### src/rtl/fabric_out_arbiter_pkg.sv
// fabric_out_arbiter_pkg: shared fabric port defaults and source-index width helper
package fabric_out_arbiter_pkg;
  localparam int NUM_IN_DEF = 4;
  localparam int WIDTH_DEF = 16;
  function automatic int src_w(input int n);
    return (n < 2) ? 1 : $clog2(n);
  endfunction
endpackage

### src/rtl/fabric_out_arbiter_if.sv
// fabric_out_arbiter_if: source-side and downstream-side handshake bundle of one output port
interface fabric_out_arbiter_if import fabric_out_arbiter_pkg::*; #(
  parameter int NUM_IN = NUM_IN_DEF,
  parameter int WIDTH = WIDTH_DEF
);
  localparam int SRC_W = src_w(NUM_IN);
  logic [NUM_IN*WIDTH-1:0] i_data_in;
  logic [NUM_IN-1:0] i_valid_in;
  logic [NUM_IN-1:0] i_ready_out;
  logic [NUM_IN-1:0] i_mask;
  logic [WIDTH-1:0] o_data_out;
  logic [SRC_W-1:0] o_src_out;
  logic o_valid_out;
  logic o_ready_in;
  modport master(
    input i_data_in, i_valid_in, i_mask, o_ready_in,
    output i_ready_out, o_data_out, o_src_out, o_valid_out
  );
  modport slave(
    output i_data_in, i_valid_in, i_mask, o_ready_in,
    input i_ready_out, o_data_out, o_src_out, o_valid_out
  );
endinterface

### src/rtl/fabric_out_arbiter_rr_select.sv
// rr_select: first set request bit at or above ptr, wrapping modulo N
module rr_select import fabric_out_arbiter_pkg::*; #(
  parameter int N = NUM_IN_DEF,
  localparam int W = src_w(N)
) (
  input logic [N-1:0] req_i,
  input logic [W-1:0] ptr_i,
  output logic [W-1:0] win_o,
  output logic any_o
);
  // scan from farthest to nearest offset so the nearest request overwrites
  always_comb begin
    win_o = '0;
    for (int i = N - 1; i >= 0; i--)
      if (req_i[(int'(ptr_i) + i) % N]) win_o = W'((int'(ptr_i) + i) % N);
  end
  assign any_o = |req_i;
endmodule

### src/rtl/fabric_out_arbiter.sv
// fabric_out_arbiter: round-robin merge of NUM_IN masked sources into one registered output slot
module fabric_out_arbiter import fabric_out_arbiter_pkg::*; #(
  parameter int NUM_IN = NUM_IN_DEF,
  parameter int WIDTH = WIDTH_DEF
) (
  input logic clk,
  input logic rst_n,
  fabric_out_arbiter_if.master bus
);
  localparam int SRC_W = src_w(NUM_IN);
  localparam logic [0:0] EMPTY = 1'b0;
  localparam logic [0:0] FULL = 1'b1;
  logic [0:0] state_q, state_d;
  logic [WIDTH-1:0] data_q, data_d;
  logic [SRC_W-1:0] src_q, src_d, ptr_q, ptr_d, win;
  logic [NUM_IN-1:0] req;
  logic any, load_ok, load;
  assign req = bus.i_valid_in & bus.i_mask;
  rr_select #(.N(NUM_IN)) u_sel (.req_i(req), .ptr_i(ptr_q), .win_o(win), .any_o(any));
  // grants are suppressed while reset is asserted even though the slot reads empty
  always_comb begin
    load_ok = (state_q == EMPTY) || bus.o_ready_in;
    load = rst_n && load_ok && any;
    state_d = load ? FULL : (bus.o_ready_in ? EMPTY : state_q);
    data_d = load ? bus.i_data_in[win*WIDTH +: WIDTH] : data_q;
    src_d = load ? win : src_q;
    ptr_d = load ? ((win == SRC_W'(NUM_IN - 1)) ? '0 : win + 1'b1) : ptr_q;
  end
  always_ff @(posedge clk or negedge rst_n) begin
    if (!rst_n) begin
      state_q <= EMPTY;
      data_q <= '0;
      src_q <= '0;
      ptr_q <= '0;
    end else begin
      state_q <= state_d;
      data_q <= data_d;
      src_q <= src_d;
      ptr_q <= ptr_d;
    end
  end
  assign bus.i_ready_out = load ? (NUM_IN'(1) << win) : '0;
  assign bus.o_data_out = data_q;
  assign bus.o_src_out = src_q;
  assign bus.o_valid_out = (state_q == FULL);
endmodule

### src/flat_wrapper.sv
// flat-port wrapper written by rule: the top's interface ports become plain ports
module fabric_out_arbiter_flat import fabric_out_arbiter_pkg::*;
#(
  parameter int NUM_IN = NUM_IN_DEF,
  parameter int WIDTH = WIDTH_DEF
)
  (clk, rst_n, bus_i_data_in, bus_i_valid_in, bus_i_mask, bus_o_ready_in, bus_i_ready_out, bus_o_data_out, bus_o_src_out, bus_o_valid_out);
  fabric_out_arbiter_if #(.NUM_IN(NUM_IN), .WIDTH(WIDTH)) bus_i ();
  input logic clk;
  input logic rst_n;
  input wire logic [$bits(bus_i.i_data_in)-1:0] bus_i_data_in;
  input wire logic [$bits(bus_i.i_valid_in)-1:0] bus_i_valid_in;
  input wire logic [$bits(bus_i.i_mask)-1:0] bus_i_mask;
  input wire logic [$bits(bus_i.o_ready_in)-1:0] bus_o_ready_in;
  output wire logic [$bits(bus_i.i_ready_out)-1:0] bus_i_ready_out;
  output wire logic [$bits(bus_i.o_data_out)-1:0] bus_o_data_out;
  output wire logic [$bits(bus_i.o_src_out)-1:0] bus_o_src_out;
  output wire logic [$bits(bus_i.o_valid_out)-1:0] bus_o_valid_out;
  assign bus_i.i_data_in = bus_i_data_in;
  assign bus_i.i_valid_in = bus_i_valid_in;
  assign bus_i.i_mask = bus_i_mask;
  assign bus_i.o_ready_in = bus_o_ready_in;
  assign bus_i_ready_out = bus_i.i_ready_out;
  assign bus_o_data_out = bus_i.o_data_out;
  assign bus_o_src_out = bus_i.o_src_out;
  assign bus_o_valid_out = bus_i.o_valid_out;
  fabric_out_arbiter #(.NUM_IN(NUM_IN), .WIDTH(WIDTH)) u_core (.clk(clk), .rst_n(rst_n), .bus(bus_i));
endmodule
### config.mk
export PLATFORM = sky130hd
export DESIGN_NAME = fabric_out_arbiter_flat
export DESIGN_NICKNAME = d
export VERILOG_FILES = /design/src/rtl/fabric_out_arbiter_pkg.sv /design/src/rtl/fabric_out_arbiter_if.sv /design/src/rtl/fabric_out_arbiter_rr_select.sv /design/src/rtl/fabric_out_arbiter.sv /design/src/flat_wrapper.sv
export SDC_FILE = /design/constraint.sdc
export NUM_CORES = 1
export LEC_CHECK = 0
export BUFFER_PORTS_ARGS = -buffer_cell sky130_fd_sc_hd__clkbuf_2
export CAP_MARGIN = 0
export CORE_MARGIN = 10
export CORE_UTILIZATION = 41
export DETAILED_ROUTE_END_ITERATION = 16
export GPL_TIMING_DRIVEN = 1
export HOLD_SLACK_MARGIN = 0.05
export PLACE_DENSITY = 0.9
export SYNTH_ARGS = -nofsm -noshare
export SYNTH_HDL_FRONTEND = slang
export SYNTH_HIERARCHICAL = 1
export SYNTH_SLANG_ARGS = --single-unit
### constraint.sdc
create_clock -name clk -period 2.4 [get_ports clk]
set_input_delay 0.12 -clock clk [delete_from_list [all_inputs] [get_ports clk]]
set_output_delay 0.12 -clock clk [all_outputs]
set_load 0.01 [all_outputs]
After elaboration in Yosys (flattened, before gate mapping)
Cells that the tools add are included.

Register bits after elaboration: 21. Input bits: 75. Output and inout port bits: 23. Word-level logic and storage cells: 47.

Add/sub/neg operators: 4. Order comparisons: 4. Eq/ne operators: 1. Shifts and indexed selects: 2. Multiplexer cells: 19. Bitwise gates (word level): 5. Reduce and logical (&&, ||, !) cells: 8.

Operators by type and width (count): 64-bit by 7-bit indexed part select with 16-bit output (1); 3-bit by 4-bit less-than comparator with 1-bit output (second input constant) (3); 2-bit two-way mux (5); 1-bit two-way mux (9); 1-bit binary-select mux with 2-bit select (4); 2-bit OR reduction (3); 2-bit by 1-bit adder with 2-bit output (second input constant) (2); 2-bit adder (second input constant) (2); 4-bit bitwise AND (1); 4-bit two-way mux (1); 4-bit OR reduction (1); 1-bit by 2-bit left shift with 4-bit output (first input constant) (1); 1-bit bitwise AND (first input constant) (3); 2-bit by 3-bit less-than comparator with 1-bit output (second input constant) (1); 2-bit == test (second input constant) (1); 1-bit logical AND (2); 2-bit nonzero test (1); 1-bit logical OR (1); 1-bit NOT (1).

Longest topological paths before layout
Depth in word-level cells: 12. Depth in mapped cells: 9. Depth with buffers taken out: 7.

Cells and area by module
Netlist, hierarchy kept.

Modules (own cells, without submodules): fabric_out_arbiter (instances 1, cells each 83, area each 1358.8 µm², sequential area each 525.5 µm²); rr_select (instances 1, cells each 13, area each 77.6 µm², sequential area each 0.0 µm²).

Least setup slack after synthesis
Ideal clock, no wire load.

Path kind: register -> register. Start: register u_core.ptr_q[1]. End: register u_core.data_q[7], in the netlist u_core/bus.o_data_out[7]. Library setup time: 0.125 ns. Data arrival time: 1.915 ns. Required time: 2.275 ns. Setup slack: 0.360 ns. Cell stages (with the launch flop): 7. Path buffers: 2. Period minus slack after synthesis: 2.040 ns. Path through: dfrtp_1 -> mux2i_1 -> a211oi_2 -> buf_6 -> buf_12 -> mux4_2 -> mux2_4.

Word-level cells in the longest chain between the ends: 9. Elaborated cells on any way between the ends: 19. Classes of those cells: add/sub (3); shift (1); mux (15).

Ends and longest elaborated chain: start: declaration (line fabric_out_arbiter.sv:15) `logic [SRC_W-1:0] src_q, src_d, ptr_q, ptr_d, win;`; start signal: assignment (line fabric_out_arbiter.sv:39) `ptr_q <= ptr_d;`; 2-bit adder (line fabric_out_arbiter_rr_select.sv:15) `if (req_i[(int'(ptr_i) + i) % N]) win_o = W'((int'(ptr_i) + i) % N);`; 1-bit binary-select mux with 2-bit select (line fabric_out_arbiter_rr_select.sv:15); 1-bit two-way mux (implied by the code) (2 in a row) (line fabric_out_arbiter_rr_select.sv:15); 2-bit two-way mux (3 in a row) (line fabric_out_arbiter_rr_select.sv:15); 2-bit two-way mux * (line fabric_out_arbiter_rr_select.sv:15); via u_core.win[0] (line fabric_out_arbiter.sv:15); 64-bit by 7-bit indexed part select with 16-bit output * (line fabric_out_arbiter.sv:25) `data_d = load ? bus.i_data_in[win*WIDTH +: WIDTH] : data_q;`; end signal: assignment (line fabric_out_arbiter.sv:37) `data_q <= data_d;`; end: declaration (line fabric_out_arbiter.sv:14) `logic [WIDTH-1:0] data_q, data_d;`.

Mark *: on every way through the listed nets, which the timed path passes. The rest lies on a longest branch. The select of a mux whose other input is x is not followed. A chain may end at the register's enable or synchronous reset.

Worst setup path after layout
Start: register u_core.ptr_q[1]. End: register u_core.data_q[4], in the netlist u_core/bus.o_data_out[4].

The elaborated chain is that of the path after synthesis.

==> flow_summary_export.csv <==
group,metric,value,unit
clock_tree,ctsLongestPathBuffers,2,
setup_path,worstPathArrival,2.33,ns
cells_and_area,antennaDiodeCount,0,
route,vias,1212,
floorplan,io_pins,98,
cells_and_area,drive_gt1_share,67.7,%
pwr,power_frac_seq,39.5,%
yosys,yosysSeqAreaShare,36.6,%
timing,fmax,0.469,GHz
timing,tightest_slew,0.323,ns
yosys,synth.cells.most_frequent,"dfrtp_1 (21), mux2_2 (13), mux4_1 (9)",
place,dp_hpwl,3620,um
floorplan,die_area,6270,um2
timing,rsz0062_at_grt,"no",
yosys,synth_most_common_cell,"dfrtp_1",
route,drtIter0Drc,22,
timing,fin_crit,2.13,ns
yosys,syn-cell-area,1440,um2
global_route,antenna_found_initial,0,
pwr,p_sw,0.492,mW
global_route,grt_usage,13.4,%
yosys,synth_top_area_share,36.6,%
yosys,synthFlopType,"dfrtp_1",
yosys,yosys_warnings,6,
route,vias_per_cell,4.97,
route,drc_errors,0,
setup_path,critPathRequiredTime,2.59,ns
floorplan,core,3360,um2
clock_tree,numCtsBuffers,3,
timing,hold_violations,0,
timing,relSlewSlack,78.5,%
route,wl_met2,2060,um
setup_path,cp-start-kind,"flip-flop",
floorplan,num_rows,21,
pwr,p_sw_share,34.0,%
pwr,pwr-share-comb,48.6,%
floorplan,die_x,79.2,um
clock_tree,cts_resized,0,
status,status,"finished, final reports clean",
route,highest_layer,"met4",
route,wl_met3,530,um
timing,fin_skew,0.00738,ns
run,cap_violations,0,
global_route,overflow,0,
pwr,vdd_drop_max,0.331,mV
timing,final.setup.tns,0,ns
pwr,p_leak,1.04,nW
clock_tree,clockRootBuffer,"clkbuf_4",
clock_tree,cts.htree.levels,1,
yosys,synth_seq_cells,21,
yosys,synth_cells,96,
timing,slew_viol_final,0,
route,wl_per_cell,17.4,um
clock_tree,cts_sinks,21,
clock_tree,clkLatencyLatePin,0.30,ns
cells_and_area,nets,278,
setup_path,crit_type,"reg2reg",
place,place_congestion,0.720,
pwr,pwr-share-clk,11.9,%
route,first_pass_iters,4,
pwr,power_density,711,nW/um2
pwr,intPower,0.953,mW
clock_tree,clkTransAtPathRegs,0.12,ns
floorplan,die_h,79.2,um
setup_path,critPathMaxFanout,21,
hold_path,hold_path_depth,3,
yosys,netlist-cell-type-count,21,
yosys,synthTopCellsByArea,"dfrtp_1 (37%), mux4_1 (16%), mux4_2 (11%), mux2_2 (10%), mux2_4 (7.3%)",
floorplan,start_util,42.7,%
route,routed_wl,4240,um
timing,setup_viol,0,
place,port_buffers,97,
timing,finalCritPeriodShare,88.9,%
cells_and_area,area_delta_synth_final,41.5,%
yosys,syn_area_per_cell,15.0,um2
global_route,grt_pass1_wl,6710,um
global_route,grt_pass1_vias,1437,
setup_path,end_kind,"flip-flop",
yosys,syn_nets,175,
clock_tree,cts_tree,"yes",
global_route,grt_max_degree,25,
yosys,synth_area_leader_cell,"dfrtp_1",
setup_path,r2r_cells,5,
cells_and_area,final_core_util,60.4,%
route,met1_length,1630,um
route,ant_nets,0,
yosys,synth_edf_count,0,
hold_path,hp-class,"in2reg",
yosys,ys_async_sr_fraction,100,%
==> final cells by class <==
cell class              instances  area [um2]
fillers                       308        1330
multi-input cells              65         852
repair buffers                104         556
flip-flops and latches         21         526
well taps                      46        57.6
clock buffers                   4        26.3
inverters                       4        15.0
==> worst paths after layout <==
path                                         start  slack, ns                        end
max                                u_core/ptr_q[1]       0.27   u_core/bus.o_data_out[4]
min                               bus_i_data_in[5]       0.24   u_core/bus.o_data_out[5]
max reg2reg                        u_core/ptr_q[1]       0.27   u_core/bus.o_data_out[4]
min reg2reg                u_core/bus.o_src_out[0]       0.52    u_core/bus.o_src_out[0]
max in group asynchronous                    rst_n       1.84   u_core/bus.o_data_out[2]
min in group asynchronous                    rst_n       0.33  u_core/bus.o_data_out[12]
==> state kept, by name, indices dropped and copies added (netlist names) <==
name and flops:
u_core/bus.o_data_out 16, u_core/bus.o_src_out 2, u_core/bus.o_valid_out 1, u_core/ptr_q 2
==> through the flow <==
| stage | power, mW | area (um2) | hold slack [ns] | setup WS, ns | cells |
|---|---|---|---|---|---|
| global route | 1.55 | 2030 | 0.243 | 0.168 | 244 |
| detailed placement | 1.29 | 1990 | 0.133 | 0.283 | 238 |
| CTS | 1.47 | 2030 | 0.229 | 0.260 | 244 |
| finish | 1.44 | 2030 | 0.239 | 0.267 | 244 |
| global placement | 1.26 | 1990 | 0.138 | 0.377 | 238 |
| floorplan | 1.00 | 1440 | -0.176 | 0.360 | 96 |
==> timing repair <==
action                                 CTS  global route
hold buffers                             2             0
buffers inserted                         0             0
endpoints found under the hold margin   22             0
==> power groups by stage <==
stage	registers (mW)	clock network, mW	logic [mW]
2_1_floorplan	0.625	0	0.380
3_3_place_gp	0.571	0	0.687
3_5_place_dp	0.578	0	0.711
4_1_cts	0.573	0.181	0.716
5_1_grt	0.591	0.198	0.765
6_report	0.571	0.172	0.702
==> critical path, cell delays in order, from the launching register on <==
cell	delay [ns]
dfrtp_1	0.45
mux2i_1	0.18
a211oi_4	0.30
buf_12	0.22
mux4_1	0.59
mux2_2	0.28
==> logic make-up (layout without fill, tap and decap cells) <==
| logic type | Yosys count | in the layout | synth area share (%) |
|---|---|---|---|
| compound gates | 5 | 5 | 2.70 |
| fa+ha+maj | 4 | 4 | 3.48 |
| buf+inv | 10 | 112 | 4.62 |
| flops | 21 | 21 | 36.6 |
| mux | 37 | 37 | 45.6 |
| simple gates | 19 | 19 | 6.97 |
==> routing by layer <==
| metal | track usage [%] | vias up |
|---|---|---|
| li1 | - | 576 |
| met4 | 4.30 | 0 |
| met1 | 13.4 | 570 |
| met5 | 0 | - |
| met2 | 23.2 | 64 |
| met3 | 7.55 | 2 |
==> cell usage in the layout, fill, tap and decap left out <==
| cell | instances |
|---|---|
| clkbuf_4 | 3 |
| nor3b_1 | 1 |
| mux2_2 | 13 |
| mux2i_1 | 1 |
| and2_1 | 8 |
| dlygate4sd3_1 | 2 |
| mux2_4 | 7 |
| nand2_1 | 3 |
| a21oi_1 | 1 |
| buf_4 | 4 |
| o21ai_0 | 1 |
| mux4_2 | 7 |
| inv_1 | 4 |
| nand2b_1 | 2 |
| a211oi_4 | 1 |
| buf_12 | 1 |
| a21oi_2 | 1 |
| nor2_1 | 5 |
| a211oi_1 | 1 |
| clkbuf_1 | 1 |
| mux4_1 | 9 |
| clkbuf_2 | 97 |
| ha_1 | 4 |
| dfrtp_1 | 21 |
No activity file was read; power rests on OpenSTA's default activity.
